File: config.mk
export PLATFORM = sky130hd
export DESIGN_NAME = sa_ofmap_collector
export DESIGN_NICKNAME = d
export VERILOG_FILES = /design/src/rtl/sa_ofmap_collector.sv
export SDC_FILE = /design/constraint.sdc
export NUM_CORES = 1
export LEC_CHECK = 0
export CORE_MARGIN = 2
export CORE_UTILIZATION = 55
export CTS_BUF_LIST = sky130_fd_sc_hd__clkbuf_4
export DETAILED_ROUTE_END_ITERATION = 10
export DONT_BUFFER_PORTS = 1
export HOLD_SLACK_MARGIN = 0.02
export PLACE_DENSITY_LB_ADDON = 0.08
export RECOVER_POWER = 25
export SLEW_MARGIN = 15
export SYNTH_ARGS = -nofsm -noshare
export SYNTH_HDL_FRONTEND = slang
export SYNTH_SLANG_ARGS = --single-unit
File: constraint.sdc
create_clock -name clk -period 15.57 [get_ports clk]
set_input_delay 3.114 -clock clk [delete_from_list [all_inputs] [get_ports clk]]
set_output_delay 3.114 -clock clk [all_outputs]
set_load 0.005 [all_outputs]
File: src/rtl/sa_ofmap_collector.sv
// sa_ofmap_collector
//   Output-side companion of the systolic array. It takes the column-skewed
//   psum stream, delay-matches the columns into aligned rows, requantises each
//   element, and buffers whole rows in a first-word fall-through FIFO. The
//   ofmap writer drains the FIFO with a valid/ready handshake.
//
//   Optional feature: define OFMAP_RELU_EN to clamp negative requantised
//   values to 0 before they enter the FIFO.
//
// Ports
//   clk             clock, rising edge
//   nrst            asynchronous active-low reset
//   load_layer_info one-cycle pulse: latch w_width/out_rows/shift, flush, arm
//   w_width         active column count (0 or > WIDTH means all columns)
//   out_rows        rows expected for the layer
//   shift           arithmetic right-shift applied to each psum
//   data_iv         marks column 0 of a skewed row
//   data_id         skewed psums, column j at [j*PSUM_WIDTH +: PSUM_WIDTH]
//   ofmap_ov        FIFO head valid
//   ofmap_od        FIFO head row, column j at [j*DATA_WIDTH +: DATA_WIDTH]
//   ofmap_ordy      consumer ready
//   busy            state is not IDLE
//   done            one-cycle pulse once the layer has drained
//   overflow        sticky: a row was dropped because the FIFO was full
module sa_ofmap_collector #(
    parameter int WIDTH      = 8,
    parameter int HEIGHT     = 8,
    parameter int DATA_WIDTH = 8,
    parameter int PSUM_WIDTH = DATA_WIDTH * 2 + $clog2(HEIGHT),
    parameter int FIFO_DEPTH = 8
) (
    input  logic                          clk,
    input  logic                          nrst,
    input  logic                          load_layer_info,
    input  logic [3:0]                    w_width,
    input  logic [7:0]                    out_rows,
    input  logic [4:0]                    shift,
    input  logic                          data_iv,
    input  logic [WIDTH*PSUM_WIDTH-1:0]   data_id,
    output logic                          ofmap_ov,
    output logic [WIDTH*DATA_WIDTH-1:0]   ofmap_od,
    input  logic                          ofmap_ordy,
    output logic                          busy,
    output logic                          done,
    output logic                          overflow
);

    localparam int AW = $clog2(FIFO_DEPTH);
    localparam logic signed [PSUM_WIDTH-1:0] SAT_MAX = PSUM_WIDTH'((1 << (DATA_WIDTH - 1)) - 1);
    localparam logic signed [PSUM_WIDTH-1:0] SAT_MIN = PSUM_WIDTH'(-(1 << (DATA_WIDTH - 1)));

    typedef enum logic [1:0] {
        S_IDLE,
        S_ARMED,
        S_COLLECT,
        S_DRAIN
    } state_t;

    state_t state, state_next;

    // ------------------------------------------------------------------
    // Layer configuration
    // ------------------------------------------------------------------
    logic [4:0]       shift_cfg;
    logic [7:0]       out_rows_cfg;
    logic [WIDTH-1:0] col_en;
    logic [WIDTH-1:0] col_en_load;

    // NOTE: combinational blocks assign a default to every output first, so
    // no path through the block leaves a signal unassigned and infers a latch.
    always_comb begin
        col_en_load = '0;
        for (int j = 0; j < WIDTH; j++) begin
            if (w_width == 4'd0 || int'(w_width) > WIDTH) col_en_load[j] = 1'b1;
            else                                          col_en_load[j] = (j < int'(w_width));
        end
    end

    // NOTE: sequential state uses non-blocking assignments so every register
    // samples the pre-edge value of the others, independent of block order.
    always_ff @(posedge clk or negedge nrst) begin
        if (!nrst) begin
            shift_cfg    <= '0;
            out_rows_cfg <= '0;
            col_en       <= '0;
        end else if (load_layer_info) begin
            shift_cfg    <= shift;
            out_rows_cfg <= out_rows;
            col_en       <= col_en_load;
        end
    end

    // ------------------------------------------------------------------
    // Deskew: column j waits WIDTH-1-j cycles so all columns line up with
    // the last column, which arrives WIDTH-1 cycles after column 0.
    // ------------------------------------------------------------------
    logic signed [PSUM_WIDTH-1:0] col_in      [WIDTH];
    logic signed [PSUM_WIDTH-1:0] col_aligned [WIDTH];

    for (genvar j = 0; j < WIDTH; j++) begin : g_col
        localparam int STAGES = WIDTH - 1 - j;
        assign col_in[j] = data_id[j*PSUM_WIDTH +: PSUM_WIDTH];
        if (STAGES == 0) begin : g_pass
            assign col_aligned[j] = col_in[j];
        end else begin : g_dly
            logic signed [PSUM_WIDTH-1:0] dly [STAGES];
            always_ff @(posedge clk or negedge nrst) begin
                if (!nrst) begin
                    for (int k = 0; k < STAGES; k++) dly[k] <= '0;
                end else begin
                    dly[0] <= col_in[j];
                    for (int k = 1; k < STAGES; k++) dly[k] <= dly[k-1];
                end
            end
            assign col_aligned[j] = dly[STAGES-1];
        end
    end

    // Rows are only accepted while armed or collecting.
    logic             accept_iv;
    logic [WIDTH-2:0] vld_sr;
    logic             row_vld;

    assign accept_iv = data_iv && (state == S_ARMED || state == S_COLLECT);

    always_ff @(posedge clk or negedge nrst) begin
        if (!nrst) begin
            vld_sr <= '0;
        end else if (load_layer_info) begin
            vld_sr <= '0;
        end else begin
            vld_sr[0] <= accept_iv;
            for (int k = 1; k < WIDTH - 1; k++) vld_sr[k] <= vld_sr[k-1];
        end
    end

    assign row_vld = vld_sr[WIDTH-2];

    // ------------------------------------------------------------------
    // Requantise: shift, saturate, optional ReLU, mask inactive columns
    // ------------------------------------------------------------------
    function automatic logic [DATA_WIDTH-1:0] requant(
        input logic signed [PSUM_WIDTH-1:0] psum,
        input logic        [4:0]            sh,
        input logic                         en
    );
        logic signed [PSUM_WIDTH-1:0] shifted;
        logic signed [PSUM_WIDTH-1:0] sat;
        shifted = psum >>> sh;
        if (shifted > SAT_MAX)      sat = SAT_MAX;
        else if (shifted < SAT_MIN) sat = SAT_MIN;
        else                        sat = shifted;
`ifdef OFMAP_RELU_EN
        if (sat[PSUM_WIDTH-1]) sat = '0;
`endif
        if (!en) sat = '0;
        return sat[DATA_WIDTH-1:0];
    endfunction

    logic [WIDTH*DATA_WIDTH-1:0] req_row_d;
    logic [WIDTH*DATA_WIDTH-1:0] req_row;
    logic                        req_vld;

    always_comb begin
        req_row_d = '0;
        for (int j = 0; j < WIDTH; j++)
            req_row_d[j*DATA_WIDTH +: DATA_WIDTH] = requant(col_aligned[j], shift_cfg, col_en[j]);
    end

    always_ff @(posedge clk or negedge nrst) begin
        if (!nrst) begin
            req_vld <= 1'b0;
            req_row <= '0;
        end else begin
            req_vld <= row_vld && !load_layer_info;
            req_row <= req_row_d;
        end
    end

    // ------------------------------------------------------------------
    // Output FIFO (first-word fall-through)
    // ------------------------------------------------------------------
    logic [WIDTH*DATA_WIDTH-1:0] mem [FIFO_DEPTH];
    logic [AW-1:0]               wr_ptr, rd_ptr;
    logic [AW:0]                 count;
    logic                        push_try, push_ok, pop, full, drop;

    assign push_try = req_vld && (state == S_COLLECT);
    assign pop      = ofmap_ov && ofmap_ordy;
    assign full     = (count == (AW+1)'(FIFO_DEPTH));
    // A pop in the same cycle frees the slot, so a full FIFO still accepts.
    assign push_ok  = push_try && (!full || pop);
    assign drop     = push_try && full && !pop;

    // NOTE: the storage array has no reset; the head is only visible through
    // ofmap_od when count is non-zero, and count itself is reset.
    always_ff @(posedge clk) begin
        if (push_ok) mem[wr_ptr] <= req_row;
    end

    always_ff @(posedge clk or negedge nrst) begin
        if (!nrst) begin
            wr_ptr <= '0;
            rd_ptr <= '0;
            count  <= '0;
        end else if (load_layer_info) begin
            wr_ptr <= '0;
            rd_ptr <= '0;
            count  <= '0;
        end else begin
            if (push_ok) wr_ptr <= wr_ptr + 1'b1;
            if (pop)     rd_ptr <= rd_ptr + 1'b1;
            case ({push_ok, pop})
                2'b10:   count <= count + 1'b1;
                2'b01:   count <= count - 1'b1;
                default: count <= count;
            endcase
        end
    end

    assign ofmap_ov = (count != '0);
    assign ofmap_od = ofmap_ov ? mem[rd_ptr] : '0;

    always_ff @(posedge clk or negedge nrst) begin
        if (!nrst)                overflow <= 1'b0;
        else if (load_layer_info) overflow <= 1'b0;
        else if (drop)            overflow <= 1'b1;
    end

    // ------------------------------------------------------------------
    // Row counter and control FSM
    // ------------------------------------------------------------------
    logic [7:0] row_cnt;
    logic [7:0] rows_next;
    logic       last_row;

    // Dropped rows are push attempts too, so they still count toward out_rows.
    assign rows_next = row_cnt + 8'd1;
    assign last_row  = push_try && (rows_next == out_rows_cfg);

    always_ff @(posedge clk or negedge nrst) begin
        if (!nrst)                row_cnt <= '0;
        else if (load_layer_info) row_cnt <= '0;
        else if (push_try)        row_cnt <= rows_next;
    end

    always_ff @(posedge clk or negedge nrst) begin
        if (!nrst) state <= S_IDLE;
        else       state <= state_next;
    end

    always_comb begin
        state_next = state;
        done       = 1'b0;
        if (load_layer_info) begin
            state_next = S_ARMED;
        end else begin
            case (state)
                S_IDLE:    state_next = S_IDLE;
                S_ARMED:   if (data_iv) state_next = S_COLLECT;
                S_COLLECT: if (last_row) state_next = S_DRAIN;
                S_DRAIN: begin
                    if (count == '0) begin
                        done       = 1'b1;
                        state_next = S_IDLE;
                    end
                end
                default:   state_next = S_IDLE;
            endcase
        end
    end

    assign busy = (state != S_IDLE);

endmodule
== After elaboration in Yosys (flattened, before gate mapping) ==
Memories as Yosys holds them, arrays and structs flattened.
Cells that the tools add are included.

* Bits in registers: 646
* Bits in writable memories: 512
* Input bits: 174
* Output and inout port bits: 68
* Logic and storage cells: 168
* Memories: 1

{| class="wikitable"
|+ Memory list
! memory !! depth !! width !! rd ports !! clocked after memory_dff !! wr ports !! line !! text
|-
| mem || 8 || 64 || 1 || 0 || 1 || 183 || <nowiki>logic [WIDTH*DATA_WIDTH-1:0] mem [FIFO_DEPTH];</nowiki>
|}

* $add $sub $neg: 5
* Order comparisons: 25
* Equal/unequal tests: 10
* Shift-type cells: 8
* Muxes and demuxes: 54
* Reductions and logical operators: 25

{| class="wikitable"
|+ Operator list
! kind !! count
|-
| $mux W8 || 26
|-
| $gt A19 B8 Y1 const B || 8
|-
| $lt A19 B8 Y1 const B || 8
|-
| $sshr A19 B5 Y19 || 8
|-
| $mux W64 || 1
|-
| $lt A3 B4 Y1 const A || 4
|-
| $mux W1 || 15
|-
| $mux W3 || 4
|-
| $reduce_bool A2 Y1 || 5
|-
| $ne A3 B3 Y1 const B || 3
|-
| $add A8 B1 Y8 const B || 1
|-
| $eq A8 B8 Y1 || 1
|-
| $logic_and A1 B1 Y1 || 8
|-
| $logic_not A4 Y1 || 2
|-
| $lt A1 B4 Y1 const A || 2
|-
| $lt A2 B4 Y1 const A || 2
|-
| $mux W2 || 4
|-
| $pmux W2 S4 || 1
|-
| $pmux W4 S2 || 1
|-
| $mux W7 || 1
|-
| $add A3 B1 Y3 const B || 2
|-
| $eq A2 B2 Y1 const B || 3
|-
| $add A4 B1 Y4 const B || 1
|-
| $eq A2 B1 Y1 const B || 2
|-
| other kinds (10) || 14
|}

== Logic depth before layout (Yosys ltp) ==
Gate-level depths: netlist (run 1).

* Word-level depth: 7
* Depth in mapped cells: 13
* Mapped depth without buffers: 10

== Least setup slack after synthesis (run 1) ==
OpenSTA, ideal clock, no wires.

* Kind: input to register
* Start point: input ofmap_ordy
* End point: memory mem[0][0] in the netlist's numbering (enable)
* Data arrival time: 9.539 ns
* Path slack: 5.388 ns
* Stages on the path: 4
* Buffers on the path: 0
* Path through: nand2b_1 nor4_1 nand2b_1 nor4_1

* Cells in the longest elaborated chain, start to end: 5

{| class="wikitable"
|+ RTL lines
! what !! line !! text
|-
| start: declaration || 42 || <nowiki>input logic ofmap_ordy,</nowiki>
|-
| $logic_and A1 B1 Y1 || 189 || <nowiki>assign pop = ofmap_ov && ofmap_ordy;</nowiki>
|-
| $logic_or A1 B1 Y1 || 192 || <nowiki>assign push_ok = push_try && (!full || pop);</nowiki>
|-
| $logic_and A1 B1 Y1 || 192 ||
|-
| $mux W1 || 198 || <nowiki>if (push_ok) mem[wr_ptr] <= req_row;</nowiki>
|-
| $mux W1 (implied by the code) || 198 ||
|-
| end: declaration || 183 ||
|}

No other way between the ends.

== Worst setup path in the final report (run 1) ==
* Start point: register rd_ptr[1]
* End point: output ofmap_od[62]

* Cells in the longest elaborated chain, start to end: 2

{| class="wikitable"
|+ RTL lines
! what !! line !! text
|-
| start: declaration || 184 || <nowiki>logic [AW-1:0] wr_ptr, rd_ptr;</nowiki>
|-
| start signal: assignment || 212 || <nowiki>if (pop) rd_ptr <= rd_ptr + 1'b1;</nowiki>
|-
| $mem_v2 Z8 W64 || -- ||
|-
| $mux W64 || 222 || <nowiki>assign ofmap_od = ofmap_ov ? mem[rd_ptr] : '0;</nowiki>
|-
| end: declaration || 41 || <nowiki>output logic [WIDTH*DATA_WIDTH-1:0] ofmap_od,</nowiki>
|}

No other way between the ends.

==> results of run 1 <==
[cell usage after synthesis, drive strengths merged, types with 22 or more instances]
library cell  number
a211oi            37
a21oi            102
and2              27
buf               87
clkbuf            72
dfrtp            646
edfxtp           512
inv               22
mux2              43
mux2i            169
mux4             223
nand2            148
nor2             149
o21ai             96
[logic make-up (layout without fill, tap and decap cells)]
kind of cell | count (synthesis) | count (layout) | share of synthesized area
XOR/XNOR | 23 | 23 | 0.00452
AND/OR/NAND/NOR | 453 | 453 | 0.0471
multiplexers | 435 | 435 | 0.162
AO/OA/AOI/OAI | 384 | 384 | 0.0566
flip-flops | 1158 | 1158 | 0.707
other | 0 | 4 | 0
adder cells (fa/ha/maj) | 10 | 10 | 0.00297
buffers and inverters | 181 | 549 | 0.0196
[registers in the layout (all words and copies together), names as in the netlist]
name and count:
mem 512, g_col.g_dly.dly 418, col_aligned 114, req_row 64
col_en 8, out_rows_cfg 8, row_cnt 8, vld_sr 7
shift_cfg 5, count 4, rd_ptr 3, wr_ptr 3
state 2, overflow 1, req_vld 1
[final timing paths]
path | startpoint | end | cells after the start
max in group asynchronous | nrst | req_row[24]$_DFF_PN0_ | 0
worst min register to register | g_col[1].g_dly.dly[31]$_DFF_PN0_ | col_aligned[126]$_DFF_PN0_ | 0
min in group asynchronous | nrst | out_rows_cfg[5]$_DFFE_PN0P_ | 0
worst min-delay path | g_col[1].g_dly.dly[31]$_DFF_PN0_ | col_aligned[126]$_DFF_PN0_ | 0
worst max register to register | shift_cfg[0]$_DFFE_PN0P_ | req_row[19]$_DFF_PN0_ | 9
worst max-delay path | rd_ptr[1]$_DFFE_PN0P_ | ofmap_od[62] | 4
[placed cells by master (no fill, tap or decap), types with 13 or more instances in the layout]
cell and count:
dfrtp_1 638, edfxtp_1 512, clkbuf_4 433, mux4_2 221, mux2i_1 169, nand2_1 147
nor2_1 142, a21oi_1 102, o21ai_0 80, clkinv_1 45, mux2_2 42, a211oi_1 37
buf_4 28, and2_1 25, nor2b_1 21, nand3_1 19, inv_1 18, o211ai_1 18
nor3_1 16, a31oi_1 16, o21ai_1 15, nand2b_1 14, xnor2_1 14, o21a_1 13
[metrics by stage]
step	hold slack (ns)	worst slack [ns]	cell area (sq um)	std cells	power, mW
finish	0.246	8.54	49200	4076	6.66
global route	0.275	8.36	49200	4074	7.00
CTS	0.248	8.19	49100	4071	6.75
detailed placement	0.335	9.09	45400	3573	4.21
global placement	0.332	9.10	45400	3573	4.20
floorplan	0.331	5.39	44600	2644	4.01
[where the power goes]
group | internal [mW] | total [mW] | switching [mW]
sequential | 3.36 | 3.50 | 0.137
clock | 1.40 | 2.50 | 1.10
combinational | 0.284 | 0.657 | 0.373
total | 5.04 | 6.66 | 1.61
[layer usage]
| layer | track usage | vias up |
|---|---|---|
| met4 | 0.0800 | 2 |
| met1 | 0.341 | 12200 |
| li1 | - | 10600 |
| met3 | 0.0587 | 122 |
| met2 | 0.356 | 941 |
| met5 | 0 | - |
[area by class of cell]
class                           instances  area share
Inverter                               22     0.00171
Timing Repair Buffer                   29     0.00484
Clock buffer                          433      0.0661
Antenna cell                            4    0.000204
Tap cell                             1060      0.0270
Sequential cell                      1158       0.642
Clock inverter                         65     0.00944
Multi-Input combinational cell       1305       0.249
==> results.ini, run 1 <==
[logic_synthesis]
yosys_most_used_dff=dfrtp_1
ys_seq_area_frac=0.707
synthArstFlopShare=0.558
synthesis.area_sq_um=44600
postSynthAreaPerCell_sq_um=16.9
synth_top_area_cell=dfrtp_1
yosys.cell_types.count=88
synth.area.top_cells=dfrtp_1, edfxtp_1, mux4_2, mux2i_1, nand2_1
yosys_warnings=0
synth_nets=2828
synth_edf_count=512
ys_ff_latch=1158
yosysTopAreaCellShare=0.363
netlist_instances=2644

[worst_setup_path]
critPathLaunchType=flop
endpoint_kind=output port
path_buf_inv=1
crit_arrival_ns=3.92
crit_type=flop to output port
critical_path_required_ns=12.46
cp_top_family=flip-flops
path_cells=buf_4, mux4_2, mux2i_1, nor2_1
worstPathMaxFanout=66
regToRegSetupSlack_ns=10.72
cp_slowest_cell=dfrtp_4
slowest_delay_ns=1.03

[die]
dieArea_sq_um=83400
coreArea_sq_um=80400
rows=104
io_pins=242
die_y_um=289
start_util=0.554
die_x_um=289

[timing]
max_freq_mhz=142
fin_tns_setup_ns=0
timing.final.crit_period_ns=7.03
min_period_over_period=0.452
tightestPinTransition_ns=1.84
finClkSkew_ns=0.103
setup_viol=0
rsz0062_at_grt=false
hold_viol_final=0
slew_headroom=-0.227
finalMaxSlewViolations=196

[cells_and_area]
layout-drive-gt1-share=0.262
multi_input_area_sq_um=12200
synthToLayoutAreaGrowth_pct=10.3
fillerInstances=6028
utilization=0.611
final-seq-area_sq_um=31600
nets=2996

[clocking]
cts_tree=done
clock_path_buffers=4
cts_made_buffers=296
worstSkewPairLatency_ns=1.06
cts_num_sinks=1158
cts_resized=0
clk_pin_slew_worst_paths_ns=0.06
clockRootBuffer=clkbuf_4
htreeDepth=5
cts_hold_buf=0
cts_setup_buffers=0

[outcome]
status=finished with violations
violations=slew limit

[global_routing]
globalRoute.totalOverflow=0
grt_usage=0.236
grt_pass1_wl_um=147000
antenna_found_initial=8
grt_pass1_vias=24800
grt_max_degree=647

[drt]
routed-wl-met3_um=7020
maxUsedRoutingLayer=met5
wl_per_cell_um=23.5
first_pass_iters=5
drt_first_iter_violations=1949
vias=23800
via_per_inst=5.84
drc=0
drtAntennaViolNets=0
wl_um=95600
dr_wl_met2_um=45500
met1_length_um=41200

[power_and_ir_drop]
power.density_nw_per_um2=135
peakVddDrop_v=0.0000954
p_leak_nw=18.5

[placement]
post-dp-hpwl_um=58800
place.port_buffers=0
place_congestion=0.857

[flow_run]
drv_cap=0

[worst_hold_path]
hp-class=flop to flop

(Power assumes the default switching activity.)
==> inputs of run 2 (changes only) <==
clock period = 6.3 ns   (was 15.57 ns; I/O delays follow)
==> run 2 against run 1 <==
The flow finishes with violations (hold timing, slew limit); clock skew up 0.022 ns; via count is 0.64% higher; die area stayed put; worst hold slack worse by 0.33 ns; critical path depth did not move; non-clock buffer count rose by 11; register-to-register slack worse by 8.2 ns; clock power up 140%; worst setup slack worse by 7.1 ns; count of clock-buffer cells in the layout rose by 5; critical endpoint is now ofmap_od[46]; largest power group unchanged.
==> results.ini, run 2 (synthesis results as in run 1) <==
[drt]
drt_first_iter_violations=2224  ; +14%
first_pass_iters=5  ; unchanged
via_per_inst=5.86  ; +0.29%
wl_per_cell_um=24.0  ; +2.1%
drtAntennaViolNets=0  ; unchanged
wl_um=98000  ; +2.5%
vias=24000  ; +0.64%
drc=0  ; unchanged

[outcome]
violations=hold timing, slew limit
status=finished with violations

[power_and_ir_drop]
power.density_nw_per_um2=331  ; +140%
p_leak_nw=18.5  ; about the same
swShare=0.247  ; +0.00535
switching_power_mw=4.03  ; +150%
pwr-share-comb=0.100  ; about the same
clkPwrFrac=0.367  ; -0.009
p_int_mw=12.3  ; +140%
p_seq_frac=0.532  ; +0.006
peakVddDrop_v=0.000206  ; +120%

[global_routing]
globalRoute.totalOverflow=0  ; unchanged
antenna_found_initial=2  ; -6
grt_pass1_wl_um=150000  ; +2.5%
grt_usage=0.243  ; +0.00688
grt_pass1_vias=24900  ; +0.59%
grt_max_degree=647  ; unchanged

[timing]
slew_headroom=-0.263  ; -0.0362
rsz0062_at_grt=false
setup_viol=0  ; unchanged
hold_ws_ns=-0.0821  ; -0.328 ns
hold_viol_final=34  ; +34
finalMaxSlewViolations=232  ; +18%
fin_tns_setup_ns=0  ; unchanged
timing.final.crit_period_ns=4.87
setup_ws_ns=1.43  ; -7.11 ns
finClkSkew_ns=0.125  ; +0.0221 ns
max_freq_mhz=205
tightestPinTransition_ns=1.89  ; +0.0543 ns
min_period_over_period=0.773

[worst_setup_path]
cp_top_family=flip-flops
cp_slowest_cell=dfrtp_4
path_buf_inv=1  ; unchanged
crit_arrival_ns=3.61  ; -0.31 ns
path_cells=buf_4, mux4_2, mux2i_1, nor2_1
worstPathMaxFanout=75  ; +14%
critPathLaunchType=flop
crit_type=flop to output port
endpoint_kind=output port
slowest_delay_ns=1.15  ; +0.12 ns
critical_path_required_ns=5.04  ; -7.42 ns

[clocking]
cts_made_buffers=299  ; +1.0%
cts_num_sinks=1158  ; unchanged
htreeDepth=5  ; unchanged
cts_setup_buffers=0  ; unchanged
clock_path_buffers=4  ; unchanged
worstSkewPairLatency_ns=1.12  ; +0.06 ns
clockRootBuffer=clkbuf_4
cts_resized=0  ; unchanged
clk_pin_slew_worst_paths_ns=0.07  ; about the same
cts_tree=done

[cells_and_area]
synthToLayoutAreaGrowth_pct=10.4  ; about the same
fillerInstances=6053  ; +0.41%
top_register=mem
final-seq-area_sq_um=31600  ; unchanged
layout_commonest_cell=dfrtp_1
nets=3010  ; +0.47%
largest_reg_flops=512  ; unchanged
layout-drive-gt1-share=0.264  ; +0.00225
mostFrequentLayoutCells=dfrtp_1, edfxtp_1, clkbuf_4
multi_input_area_sq_um=12200  ; +0.14%
utilization=0.612  ; about the same
finalNonFillerCells=4090  ; +0.34%

[die]
start_util=0.554  ; unchanged
coreArea_sq_um=80400  ; unchanged
io_pins=242  ; unchanged
die_y_um=289  ; unchanged
dieArea_sq_um=83400  ; unchanged
die_x_um=289  ; unchanged
rows=104  ; unchanged

[placement]
post-place-ws_ns=2.35  ; -6.75 ns
dp_cells=3584  ; +0.31%
place_congestion=0.876  ; +2.2%
place.port_buffers=0  ; unchanged
post-dp-hpwl_um=61600  ; +4.8%

[flow_run]
drv_cap=0  ; unchanged

[worst_hold_path]
hp-class=input pin to asynchronous set/reset pin

[run 2: worst paths after layout]
| kind | startpoint | endpoint | slack, ns | depth (start not counted) |
|---|---|---|---|---|
| setup reg to reg | shift_cfg[0]$_DFFE_PN0P_ | req_row[21]$_DFF_PN0_ | 2.57 | 8 |
| hold reg to reg | g_col[2].g_dly.dly[19]$_DFF_PN0_ | col_aligned[95]$_DFF_PN0_ | 0.28 | 0 |
| max in group asynchronous | nrst | g_col[5].g_dly.dly[37]$_DFF_PN0_ | 4.84 | 0 |
| setup / recovery | rd_ptr[1]$_DFFE_PN0P_ | ofmap_od[46] | 1.43 | 4 |
| hold / removal | nrst | g_col[1].g_dly.dly[98]$_DFF_PN0_ | -0.08 | 0 |
| min in group clk | data_id[106] | g_col[5].g_dly.dly[30]$_DFF_PN0_ | 0.20 | 0 |
[run 2: per-stage QoR]
step                      instance area [sq um]  power [mW]
after floorplan                           44600        9.91
after global placement                    45600        10.4
after detailed placement                  45600        10.5
after CTS                                 49200        16.5
after global routing                      49200        17.1
final                                     49200        16.3
[run 2: layout make-up]
cell class | count | share of cell area
diodes | 2 | 0.000102
flip-flops and latches | 1158 | 0.642
inverters | 22 | 0.00170
clock buffers | 438 | 0.0668
clock inverters | 65 | 0.00628
repair buffers | 40 | 0.00778
multi-input cells | 1305 | 0.249
well taps | 1060 | 0.0270
[run 2: per-layer routing]
layer	vias up	part of all wire	global-route usage
met1	12400	0.44	0.353
li1	10600	-	-
met5	-	0	0
met2	813	0.48	0.374
met3	123	0.062	0.0521
met4	0	0.017	0.0756
[run 2: power groups by stage]
stage / clock network, mW / registers (mW) / logic [mW]
2_1_floorplan: 0 / 8.60 / 1.31
3_3_place_gp: 0 / 8.83 / 1.59
3_5_place_dp: 0 / 8.86 / 1.60
4_1_cts: 6.22 / 8.71 / 1.61
5_1_grt: 6.64 / 8.72 / 1.77
6_report: 5.99 / 8.68 / 1.63
==> edit: new RTL, config.mk and constraints of run 2 <==
The parameter `FIFO_DEPTH` goes from 8 to 16.
--- a/src/rtl/sa_ofmap_collector.sv
+++ b/src/rtl/sa_ofmap_collector.sv
@@ -27,7 +27,7 @@
     parameter int HEIGHT     = 8,
     parameter int DATA_WIDTH = 8,
     parameter int PSUM_WIDTH = DATA_WIDTH * 2 + $clog2(HEIGHT),
-    parameter int FIFO_DEPTH = 8
+    parameter int FIFO_DEPTH = 16
 ) (
     input  logic                          clk,
     input  logic                          nrst,
Behaviour: no difference found for any inputs over 4 cycles, from zero or initial values and one cycle with nrst low; that may be too few to reach the edited logic, so the function may still have changed.
==> edit against run 2 <==
- the flow still finishes with violations (negative hold slack, max-slew violations)
- final area up 48%
- sequential cell count rose by 515
- wire length rose by 53%
- global-route usage rose by 1.3 points
- worst setup slack got worse by 0.49 ns
- worst hold slack lost 0.15 ns
- power is 48% higher
- synthesized area rose by 45%
- die area grew 44%
- sequential share of layout area is 0.58 points higher
- critical path type unchanged
- largest power group unchanged
==> edit: results (changes against run 2) <==
| Metric | Value |
|---|---|
| Status | `finished, violations left (unchanged)` |
| Failing checks | `negative hold slack, max-slew violations (unchanged)` |
| Most frequent cells after synthesis | `1024 x edfxtp_1, 649 x dfrtp_1, 396 x mux4_2 (was 646 x dfrtp_1, 512 x edfxtp_1, 221 x mux4_2)` |
| Crit path max fanout | `60 (was 75)` |
| Pre-Repair DR Iteration Count | `7 (was 5)` |
| GPL Wtd Cong | `0.879 (was 0.876)` |
| Clock skew | `0.0816 ns (was 0.125 ns)` |
| Worst Path Arrival | `4.10 ns (was 3.61 ns)` |
| DR iter-0 viols | `3063 (was 2224)` |
| Area contributors post-synth | `edfxtp_1 48%, dfrtp_1 25%, mux4_2 14%, mux2i_1 1.7%, nand2_1 1.1% (was dfrtp_1 36%, edfxtp_1 34%, mux4_2 11%, mux2i_1 3.8%, nand2_1 1.2%)` |
| Vias in the first global route | `35.9k (was 24.9k)` |
| Register with the most flip-flops | `mem (unchanged)` |
| EDFF count, synth | `1024 (was 512)` |
| Tightest Pin Transition | `1.93 ns (was 1.89 ns)` |
| Final Hold Viols | `246 (was 34)` |
| Number of fill cells | `8329 (was 6053)` |
| Final WL | `150 mm (was 98.0 mm)` |
| Fraction of registers with async set/reset | `0.388 (was 0.558)` |
| Layout cells sized above 1 | `0.290 (was 0.264)` |
| Layout Nets | `4037 (was 3010)` |
| Syn Nets | `3611 (was 2828)` |
| Largest register FFs | `1024 (was 512)` |
| Antenna violations before repair | `17 (was 2)` |
| Max-slew violations | `283 (was 232)` |
| CTS Buf Count | `422 (was 299)` |
| Largest net degree at the start of global routing | `650 (was 647)` |
| Placed wire-length estimate | `86.7 mm (was 61.6 mm)` |
| Total GRT Usage | `0.256 (was 0.243)` |
| Netlist cell types | `89 (was 88)` |
| First-pass GRT wire length | `226 mm (was 150 mm)` |
| Worst-skew pair later-pin latency | `1.22 ns (was 1.12 ns)` |
| Post-CTS setup buffer count | `0 (unchanged)` |
| DR vias | `34.1k (was 24.0k)` |
| Worst VDD drop | `251 µV (was 206 µV)` |
| Leak | `26.1 nW (was 18.5 nW)` |
| Worst hold slack | `-0.235 ns (was -0.0821 ns)` |
| Sequential element share of the synthesized area | `0.729 (was 0.707)` |
| Yosys top cell area share | `0.477 (was 0.363)` |
==> edit: power breakdown <==
group	total, mW	internal (mW)	switching [mW]
Sequential	12.7	12.2	0.512
Clock	8.70	4.63	4.06
Combinational	2.74	1.32	1.42
==> edit: area by class of cell <==
class                   instances  area share
inverters                      24     0.00126
repair buffers                205      0.0283
well taps                    1524      0.0263
flip-flops and latches       1673       0.647
multi-input cells            1523       0.225
diodes                          9    0.000310
clock inverters               117     0.00836
clock buffers                 611      0.0632
==> edit: critical path, stage by stage, from the launching register on <==
cell and delay, ns:
dfrtp_4 1.03, buf_12 0.46, mux4_2 0.57, mux4_2 0.54
and2_1 0.21
==> edit: path summary, 6_finish.rpt <==
kind                                                   from                                to  slack [ns]
setup / recovery                      rd_ptr[0]$_DFFE_PN0P_                      ofmap_od[45]        0.94
hold / removal                                         nrst  g_col[3].g_dly.dly[39]$_DFF_PN0_       -0.24
setup reg to reg                   shift_cfg[2]$_DFFE_PN0P_              req_row[9]$_DFF_PN0_        2.31
hold reg to reg            g_col[1].g_dly.dly[24]$_DFF_PN0_        col_aligned[119]$_DFF_PN0_        0.29
max in group asynchronous                              nrst             rd_ptr[0]$_DFFE_PN0P_        4.75
min in group clk                                   shift[0]          shift_cfg[0]$_DFFE_PN0P_        0.24
==> edit: logic make-up after synthesis <==
kind of cell             after synthesis  share of synthesized area
AO/OA/AOI/OAI                        395                     0.0403
XOR/XNOR                              26                    0.00353
adder cells (fa/ha/maj)               14                    0.00283
buffers and inverters                227                     0.0182
flip-flops                          1673                      0.729
multiplexers                         564                      0.166
AND/OR/NAND/NOR                      524                     0.0398
==> edit: layer usage <==
layer	vias to the layer above	GRT usage	routed length [µm]	share of wire
met5	-	0	30	0.00020
met4	4	0.0909	3400	0.023
met3	229	0.0591	11700	0.078
met2	1526	0.406	73400	0.49
met1	17700	0.353	61500	0.41
li1	14600	-	-	-
==> edit: metrics by stage <==
step	total power [mW]	cells	instance area, µm²	setup slack [ns]
after detailed placement	15.6	4801	65900	2.06
after global placement	15.5	4801	65900	2.05
after global routing	25.3	5681	72600	0.517
after CTS	24.4	5677	72600	0.645
final	24.1	5686	72600	0.944
after floorplan	14.8	3423	64500	2.40
